--- config.mk ---
export PLATFORM = sky130hd
export DESIGN_NAME = line_buffer_ctrl
export DESIGN_NICKNAME = d
export VERILOG_FILES = /design/src/rtl/vga_pkg.sv /design/src/rtl/edge_detect.sv /design/src/rtl/line_buffer_ctrl.sv
export SDC_FILE = /design/constraint.sdc
export NUM_CORES = 1
export LEC_CHECK = 0
export CAP_MARGIN = 20
export CORE_ASPECT_RATIO = 1.4
export CORE_MARGIN = 10
export CORE_UTILIZATION = 45
export CTS_CLUSTER_DIAMETER = 120
export DETAILED_ROUTE_END_ITERATION = 10
export PLACE_DENSITY = 0.77
export SKIP_LAST_GASP = 1
export SYNTH_ARGS = -nofsm -noshare
export SYNTH_HDL_FRONTEND = slang
export SYNTH_SLANG_ARGS = --single-unit
--- constraint.sdc ---
create_clock -name pclk -period 3.1 [get_ports pclk]
set_input_delay 0.62 -clock pclk [delete_from_list [all_inputs] [get_ports pclk]]
set_output_delay 0.62 -clock pclk [all_outputs]
set_load 0.02 [all_outputs]
--- src/rtl/vga_pkg.sv ---
// Shared types and constants for the video line-buffer controller.
package vga_pkg;

  // IDLE: wait for frame start | PRIME: fill line 0 | RUN: windows per line | DRAIN: last-row flush
  typedef enum logic [1:0] {
    ST_IDLE  = 2'd0,
    ST_PRIME = 2'd1,
    ST_RUN   = 2'd2,
    ST_DRAIN = 2'd3
  } lb_state_e;

  localparam int H_ACTIVE_DEF = 640;
  localparam int V_ACTIVE_DEF = 480;

  localparam int BORDER_TOP    = 3;
  localparam int BORDER_BOTTOM = 2;
  localparam int BORDER_LEFT   = 1;
  localparam int BORDER_RIGHT  = 0;

  typedef struct packed {
    logic valid;
    logic top;
    logic bottom;
    logic first;
  } win_tag_t;

endpackage

--- src/rtl/edge_detect.sv ---
// Single-register edge detector for a 1-bit signal; FALLING selects the edge polarity.
module edge_detect #(
  parameter bit FALLING = 1'b1
) (
  input  logic clk,
  input  logic rst,
  input  logic sig,
  output logic pulse
);

  logic prev;

  always_ff @(posedge clk or posedge rst) begin
    if (rst) prev <= 1'b0;
    else     prev <= sig;
  end

  assign pulse = FALLING ? (prev & ~sig) : (~prev & sig);

endmodule

--- src/rtl/line_buffer_ctrl.sv ---
// Line-buffer write/read sequencing and 3x3 window timing for a raster stream:
// buffer rotation, window-valid strobes and edge-replicate flags per frame.
module line_buffer_ctrl
  import vga_pkg::*;
#(
  parameter int H_ACTIVE = H_ACTIVE_DEF,
  parameter int V_ACTIVE = V_ACTIVE_DEF,
  parameter int ADDR_W   = 10
) (
  input  logic              pclk,
  input  logic              reset,
  input  logic              DE,
  input  logic              v_sync,
  input  logic              h_sync,
  input  logic [9:0]        x_pixel,
  output logic              lb_we,
  output logic [ADDR_W-1:0] lb_waddr,
  output logic [ADDR_W-1:0] lb_raddr,
  output logic [1:0]        wr_sel,
  output logic              shift_en,
  output logic              win_valid,
  output logic [3:0]        border,
  output logic              frame_done,
  output logic              frame_abort
);

  localparam logic [ADDR_W-1:0] LAST_COL  = ADDR_W'(H_ACTIVE - 1);
  localparam logic [9:0]        LAST_X    = 10'(H_ACTIVE - 1);
  localparam logic [8:0]        LAST_LINE = 9'(V_ACTIVE - 1);

  lb_state_e         state, state_nxt;
  logic [8:0]        line_cnt;
  logic [ADDR_W-1:0] drain_cnt;
  logic              drain_gen, drain_fin;
  win_tag_t          src, p1, p2, p3;
  logic              frame_start, line_end, h_start;
  logic              done_cond;
  logic [ADDR_W-1:0] x_sat;

  edge_detect #(.FALLING(1'b1)) u_vs_edge (.clk(pclk), .rst(reset), .sig(v_sync), .pulse(frame_start));
  edge_detect #(.FALLING(1'b1)) u_hs_edge (.clk(pclk), .rst(reset), .sig(h_sync), .pulse(h_start));
  edge_detect #(.FALLING(1'b1)) u_de_edge (.clk(pclk), .rst(reset), .sig(DE),     .pulse(line_end));

  assign x_sat = (x_pixel >= LAST_X) ? LAST_COL : ADDR_W'(x_pixel);

  // Window flags are captured when the column enters the pipe so that they
  // stay aligned with the window even after line_cnt has moved on.
  always_comb begin
    src = '0;
    case (state)
      ST_RUN:   src.valid = DE;
      ST_DRAIN: src.valid = drain_gen;
      default:  src.valid = 1'b0;
    endcase
    src.top    = (line_cnt == 9'd1);
    src.bottom = (state == ST_DRAIN);
    src.first  = src.valid & ~p1.valid;
  end

  assign done_cond   = (state == ST_DRAIN) & drain_fin & ~p1.valid & ~p2.valid & ~p3.valid;
  assign frame_done  = done_cond;
  assign frame_abort = frame_start & (state != ST_IDLE) & ~done_cond;

  always_comb begin
    state_nxt = state;
    case (state)
      ST_IDLE:  if (frame_start) state_nxt = ST_PRIME;
      ST_PRIME: begin
        if (frame_start)   state_nxt = ST_PRIME;
        else if (line_end) state_nxt = ST_RUN;
      end
      ST_RUN: begin
        if (frame_start)                           state_nxt = ST_PRIME;
        else if (line_end && line_cnt == LAST_LINE) state_nxt = ST_DRAIN;
      end
      ST_DRAIN: begin
        if (frame_start)    state_nxt = ST_PRIME;
        else if (done_cond) state_nxt = ST_IDLE;
      end
      default: state_nxt = ST_IDLE;
    endcase
  end

  always_ff @(posedge pclk or posedge reset) begin
    if (reset) state <= ST_IDLE;
    else       state <= state_nxt;
  end

  always_ff @(posedge pclk or posedge reset) begin
    if (reset) begin
      line_cnt  <= '0;
      wr_sel    <= '0;
      drain_cnt <= '0;
      drain_gen <= 1'b0;
      drain_fin <= 1'b0;
      p1        <= '0;
      p2        <= '0;
      p3        <= '0;
    end else if (frame_start) begin
      line_cnt  <= '0;
      wr_sel    <= '0;
      drain_cnt <= '0;
      drain_gen <= 1'b0;
      drain_fin <= 1'b0;
      p1        <= '0;
      p2        <= '0;
      p3        <= '0;
    end else begin
      p1 <= src;
      p2 <= p1;
      p3 <= p2;
      if (line_end && (state == ST_PRIME || state == ST_RUN)) begin
        if (line_cnt != '1) line_cnt <= line_cnt + 9'd1;
        wr_sel <= (wr_sel == 2'd2) ? 2'd0 : wr_sel + 2'd1;
      end
      // Last row has no incoming line; a pseudo-DE replays the stored rows.
      if (state == ST_DRAIN) begin
        if (drain_gen) begin
          if (drain_cnt == LAST_COL) begin
            drain_gen <= 1'b0;
            drain_fin <= 1'b1;
          end else begin
            drain_cnt <= drain_cnt + 1'b1;
          end
        end else if (h_start && !drain_fin) begin
          drain_gen <= 1'b1;
          drain_cnt <= '0;
        end
      end
    end
  end

  always_comb begin
    lb_we    = 1'b0;
    lb_waddr = '0;
    lb_raddr = '0;
    case (state)
      ST_PRIME, ST_RUN: begin
        lb_we    = DE;
        lb_waddr = x_sat;
        lb_raddr = x_sat;
      end
      ST_DRAIN: lb_raddr = drain_gen ? drain_cnt : '0;
      default: ;
    endcase
  end

  assign shift_en  = p1.valid;
  assign win_valid = p3.valid;

  always_comb begin
    border                = '0;
    border[BORDER_TOP]    = p3.valid & p3.top;
    border[BORDER_BOTTOM] = p3.valid & p3.bottom;
    border[BORDER_LEFT]   = p3.valid & p3.first;
    border[BORDER_RIGHT]  = p3.valid & ~p2.valid;
  end

endmodule
After elaboration in Yosys (flattened, before gate mapping) --
Cells that the tools add are included.
Word-level totals: register bits after elaboration 40, input port bits 15, output and inout port bits 31, logic and storage cells 114
Operators by class: add/subtract/negate cells 3, magnitude comparators 1, eq/ne operators 13, mux-type cells 37, bitwise operators 21, reductions and logical operators 18
Operators with widths (count):
- 2-to-1 mux 10 bit | 8
- 2-to-1 mux 9 bit | 3
- 2-to-1 mux 2 bit | 10
- case mux 10 bit (2 select lines) | 1
- AND 1 bit | 14
- 2-to-1 mux 4 bit | 3
- nonzero test 2 bit | 6
- adder 10 x 1 -> 10 bit, second input constant | 1
- equality test 10 bit, second input constant | 1
- greater-or-equal comparator 10 bit, second input constant | 1
- 2-to-1 mux 1 bit | 10
- adder 9 x 1 -> 9 bit, second input constant | 1
- equality test 9 x 1 -> 1 bit, second input constant | 1
- equality test 9 bit, second input constant | 1
- inequality test 3 bit, second input constant | 3
- inequality test 9 bit, second input constant | 1
- case mux 2 bit (4 select lines) | 1
- NOT 1 bit | 7
- equality test 2 bit, second input constant | 3
- AND reduction 3 bit | 2
- AND reduction 4 bit | 1
- logical AND 1 bit | 3
- inequality test 3 x 1 -> 1 bit, second input constant | 1
- nonzero test 3 bit | 1
- 9 further kinds | 9

Depth between registers and ports, before layout --
word-level depth 8, mapped depth 9, depth with buffers taken out 8

Cells and area by module --
A second synthesis with hierarchy kept.
Unflattened totals: cell total of the unflattened synthesis 244, area total of the unflattened synthesis 2288.4 µm²
By module, submodules not included:
- line_buffer_ctrl | times used 1, cells each 235, area each 2160.8 µm², seq. area each 925.9 µm²
- edge_detect | times used 3, cells each 3, area each 42.5 µm², seq. area each 25.0 µm²

Worst setup path after synthesis --
Ideal clock, no wire load.
path type reg2out, start point register state[0], end point output lb_raddr[8], data arrival time 1709 ps, required time 2480 ps, slack 771 ps, stages on the path, launching flop included 7, path buffers 1, cells stage by stage dfrtp_1 inv_1 ha_1 clkbuf_1 and3b_1 a21oi_1 nor2_1
On the way: word-level cells in the longest chain between the ends 3, elaborated cells on any way between the ends 5, those cells by class eq/ne (3); mux (1); reduce/logical (1)
Ends and longest elaborated chain:
- start: declaration | line line_buffer_ctrl.sv:31 | lb_state_e state, state_nxt;
- start signal: assignment | line line_buffer_ctrl.sv:86 | else state <= state_nxt;
- equality test 2 x 1 -> 1 bit / equality test 2 bit (equally long branches) | line line_buffer_ctrl.sv:137 | case (state)
- OR reduction 2 bit | line line_buffer_ctrl.sv:137
- case mux 10 bit (2 select lines) (*) | line line_buffer_ctrl.sv:137
- end: declaration | line line_buffer_ctrl.sv:18 | output logic [ADDR_W-1:0] lb_raddr,
Mark *: on every way between the ends. The rest lies on a longest branch, timed or not.

Worst setup path after layout --
start point input x_pixel[9], end point output lb_raddr[0]
On the way: word-level cells in the longest chain between the ends 3
Ends and longest elaborated chain:
- start: declaration | line line_buffer_ctrl.sv:15 | input logic [9:0] x_pixel,
- greater-or-equal comparator 10 bit | line line_buffer_ctrl.sv:44 | assign x_sat = (x_pixel >= LAST_X) ? LAST_COL : ADDR_W'(x_pixel);
- 2-to-1 mux 10 bit | line line_buffer_ctrl.sv:44
- case mux 10 bit (2 select lines) | line line_buffer_ctrl.sv:137
No other way between the ends.

==> metrics <==
status finished, final reports clean; # port buffers 45; grt ovf 0; final core area utilization about three fifths; Worst EP required 2.48 ns; worst skew pair latency about 0.3 ns; Post-synth EDFFs 0; via/cell ratio ~5.5; Crit Path Class in2out; Placed Cells approximately 330; Fin. Hold Viols 0; Primary FF master, synth dfrtp_1; All-Layer GR Usage approximately 14%; Max-cap violations 0; Num CTS Buffers 5; RSZ-0062 raised after global routing false; largest net degree at the start of global routing 41; most frequent cell after synthesis dfrtp_1; Power Density ~700 mW/mm2; hold path startpoint p1[2]$_DFF_PP0_; overall die height 103 um; Pleak around 1.2 nW; Fin Hold WS about 0.46 ns; final count of pins violating max slew 0; cts repair resizes 0; reg2reg path depth 5; Routability Congestion between 0.8 and 0.9; worst clock skew about 0.0064 ns; Area Growth Syn to Fin 29.1%; Max FO, Critical Path 7; first-pass GRT wire length between 8000 and 9000 um; Hold Path Depth 1; Max-slew headroom between 60% and 70%; Synth top cells by count dfrtp_1, nor2_1, a21oi_1, and2_1; Setup Buffers After CTS 0; router iterations before antenna repair 4; CP Data Arrival Time 2.34 ns; initial core utilization 45.9%; worst vdd ir 456 uV; I/O pin count 46; H-tree levels 2; Tmin final between 2 and 3 ns; num rows 30; area share of the largest cell type after synthesis a little under half; worst r2r src drain_cnt[0]$_DFFE_PP0P_; final wirelength 5290 um; Final ANT Viol Nets 0; fin crit share 95.4%; non-filler cells, final 340; clk slew on worst S/H paths 0.08 ns; layout cells sized above 1 6.88%; Min-Delay Path Class reg2reg; post-DR wirelength/cell 15.6 um; setup violators final 0; Die Width about 79 um; Post-Synthesis Net Count around 250; hold endpoint p2[2]$_DFF_PP0_; Nets around 300; critical path startpoint category input port; Synth area leaders dfrtp_1, ha_1, nor2_1; Worst-Margin Slew approximately 0.57 ns; mean area per synthesized cell around 9.6 um2; Cells after Synth approximately 230; Warnings, synthesis 0; Critical Path End Type output pin; Unique masters post-synth 45; TNS Setup 0 ns; TritonCTS clock tree done; sequential-to-total area share from yosys stat 45.7%; DRC violation count after routing 0; die footprint between 0.008 and 0.009 mm2; antenna violations before repair 0; total number of vias around 1,900; synthesized area between 0.002 and 0.0025 mm2; diodes inserted 0; vias in the first global route between 1,500 and 2,000; reg2reg setup slack 1.14 ns; CTS Sinks 40; post-synthesis sequential element count 40; worst r2r dst drain_cnt[7]$_DFFE_PP0P_; CTS max path bufs 2; Pwr Total just under 2 mW; dpl hpwl 3940 um; Clock Tree Root clkbuf_8; highest clock rate ~340 MHz; CORE AREA ~0.0048 mm2; area leader, netlist dfrtp_1; CP Launch Point x_pixel[9]; Detailed Route Iter0 Violations roughly 160; # hold bufs at CTS 0; Async SR Flop Fraction 100%
## worst max-delay path by stage
stage,endpoint,slack [ns],cells after the start
2_1_floorplan,lb_raddr[8],0.77,6
3_3_place_gp,lb_raddr[0],0.13,6
3_5_place_dp,lb_raddr[0],0.14,6
4_1_cts,lb_raddr[8],0.03,6
5_1_grt,lb_raddr[8],0.004,6
6_report,lb_raddr[0],0.14,6
## metrics by stage
stage	instance area, um2	worst slack (ns)
2_1_floorplan	2190	0.771
3_3_place_gp	2710	0.129
3_5_place_dp	2710	0.145
4_1_cts	2820	0.0297
5_1_grt	2830	0.00426
6_report	2830	0.141
## critical path, cell delays in order
cell,delay (ns)
clkdlybuf4s50_1,0.49
o21a_1,0.27
o21a_1,0.19
a21oi_1,0.05
nor2_1,0.09
clkdlybuf4s50_1,0.61
## metal layers
metal,up-vias,track usage [%],wire [um]
met5,-,0,0
met4,0,4.84,80
met3,6,4.45,261
met2,35,23.4,2780
met1,915,15.6,2170
li1,900,-,-
## logic make-up (layout without fill, tap and decap cells)
group | count (synthesis) | count (layout) | synth area share [%]
AND/OR/NAND/NOR | 101 | 101 | 25.6
buffers and inverters | 21 | 69 | 4.06
XOR/XNOR | 9 | 9 | 3.60
multiplexers | 1 | 1 | 0.457
AO/OA/AOI/OAI | 47 | 47 | 15.4
flip-flops | 40 | 40 | 45.7
adder cells (fa/ha/maj) | 9 | 9 | 5.15
## area by class of cell
| type | count | area [um2] |
|---|---|---|
| Tap cell | 64 | 80.1 |
| Fill cell | 424 | 1940 |
| Sequential cell | 40 | 1000 |
| Inverter | 12 | 45.0 |
| Clock inverter | 3 | 46.3 |
| Timing Repair Buffer | 49 | 483 |
| Multi-Input combinational cell | 167 | 1100 |
| Clock buffer | 5 | 68.8 |
## placed cells by master, fill, tap and decap left out, types with 3 or more instances in the layout
master	synthesis	routed
nand3b_1	3	3
nor2_1	27	27
o21a_1	10	10
nor3_1	7	7
inv_1	12	12
nand3_1	12	12
a21oi_1	15	15
buf_4	0	4
and2_1	15	15
and3_1	3	3
o221ai_1	5	5
clkbuf_8	0	5
nand2_1	10	10
xor2_1	7	7
nand2b_1	3	3
dfrtp_1	40	40
nand4_1	4	4
o21ai_0	5	5
ha_1	9	8
clkdlybuf4s50_1	0	44
nor2b_1	3	3
## power by group
part           internal [mW]  leakage, nW  switching [mW]  total, mW
combinational          0.423        0.625           0.487      0.911
sequential             0.580        0.544          0.0500      0.630
clock                  0.242       0.0548           0.194      0.436
## state kept, by name, indices dropped and copies added, names as in the netlist, 2 cells and up
signal	count
drain_cnt	10
line_cnt	9
p1	3
p2	4
p3	3
state	2
wr_sel	2
No activity file was read; power rests on OpenSTA's default activity.
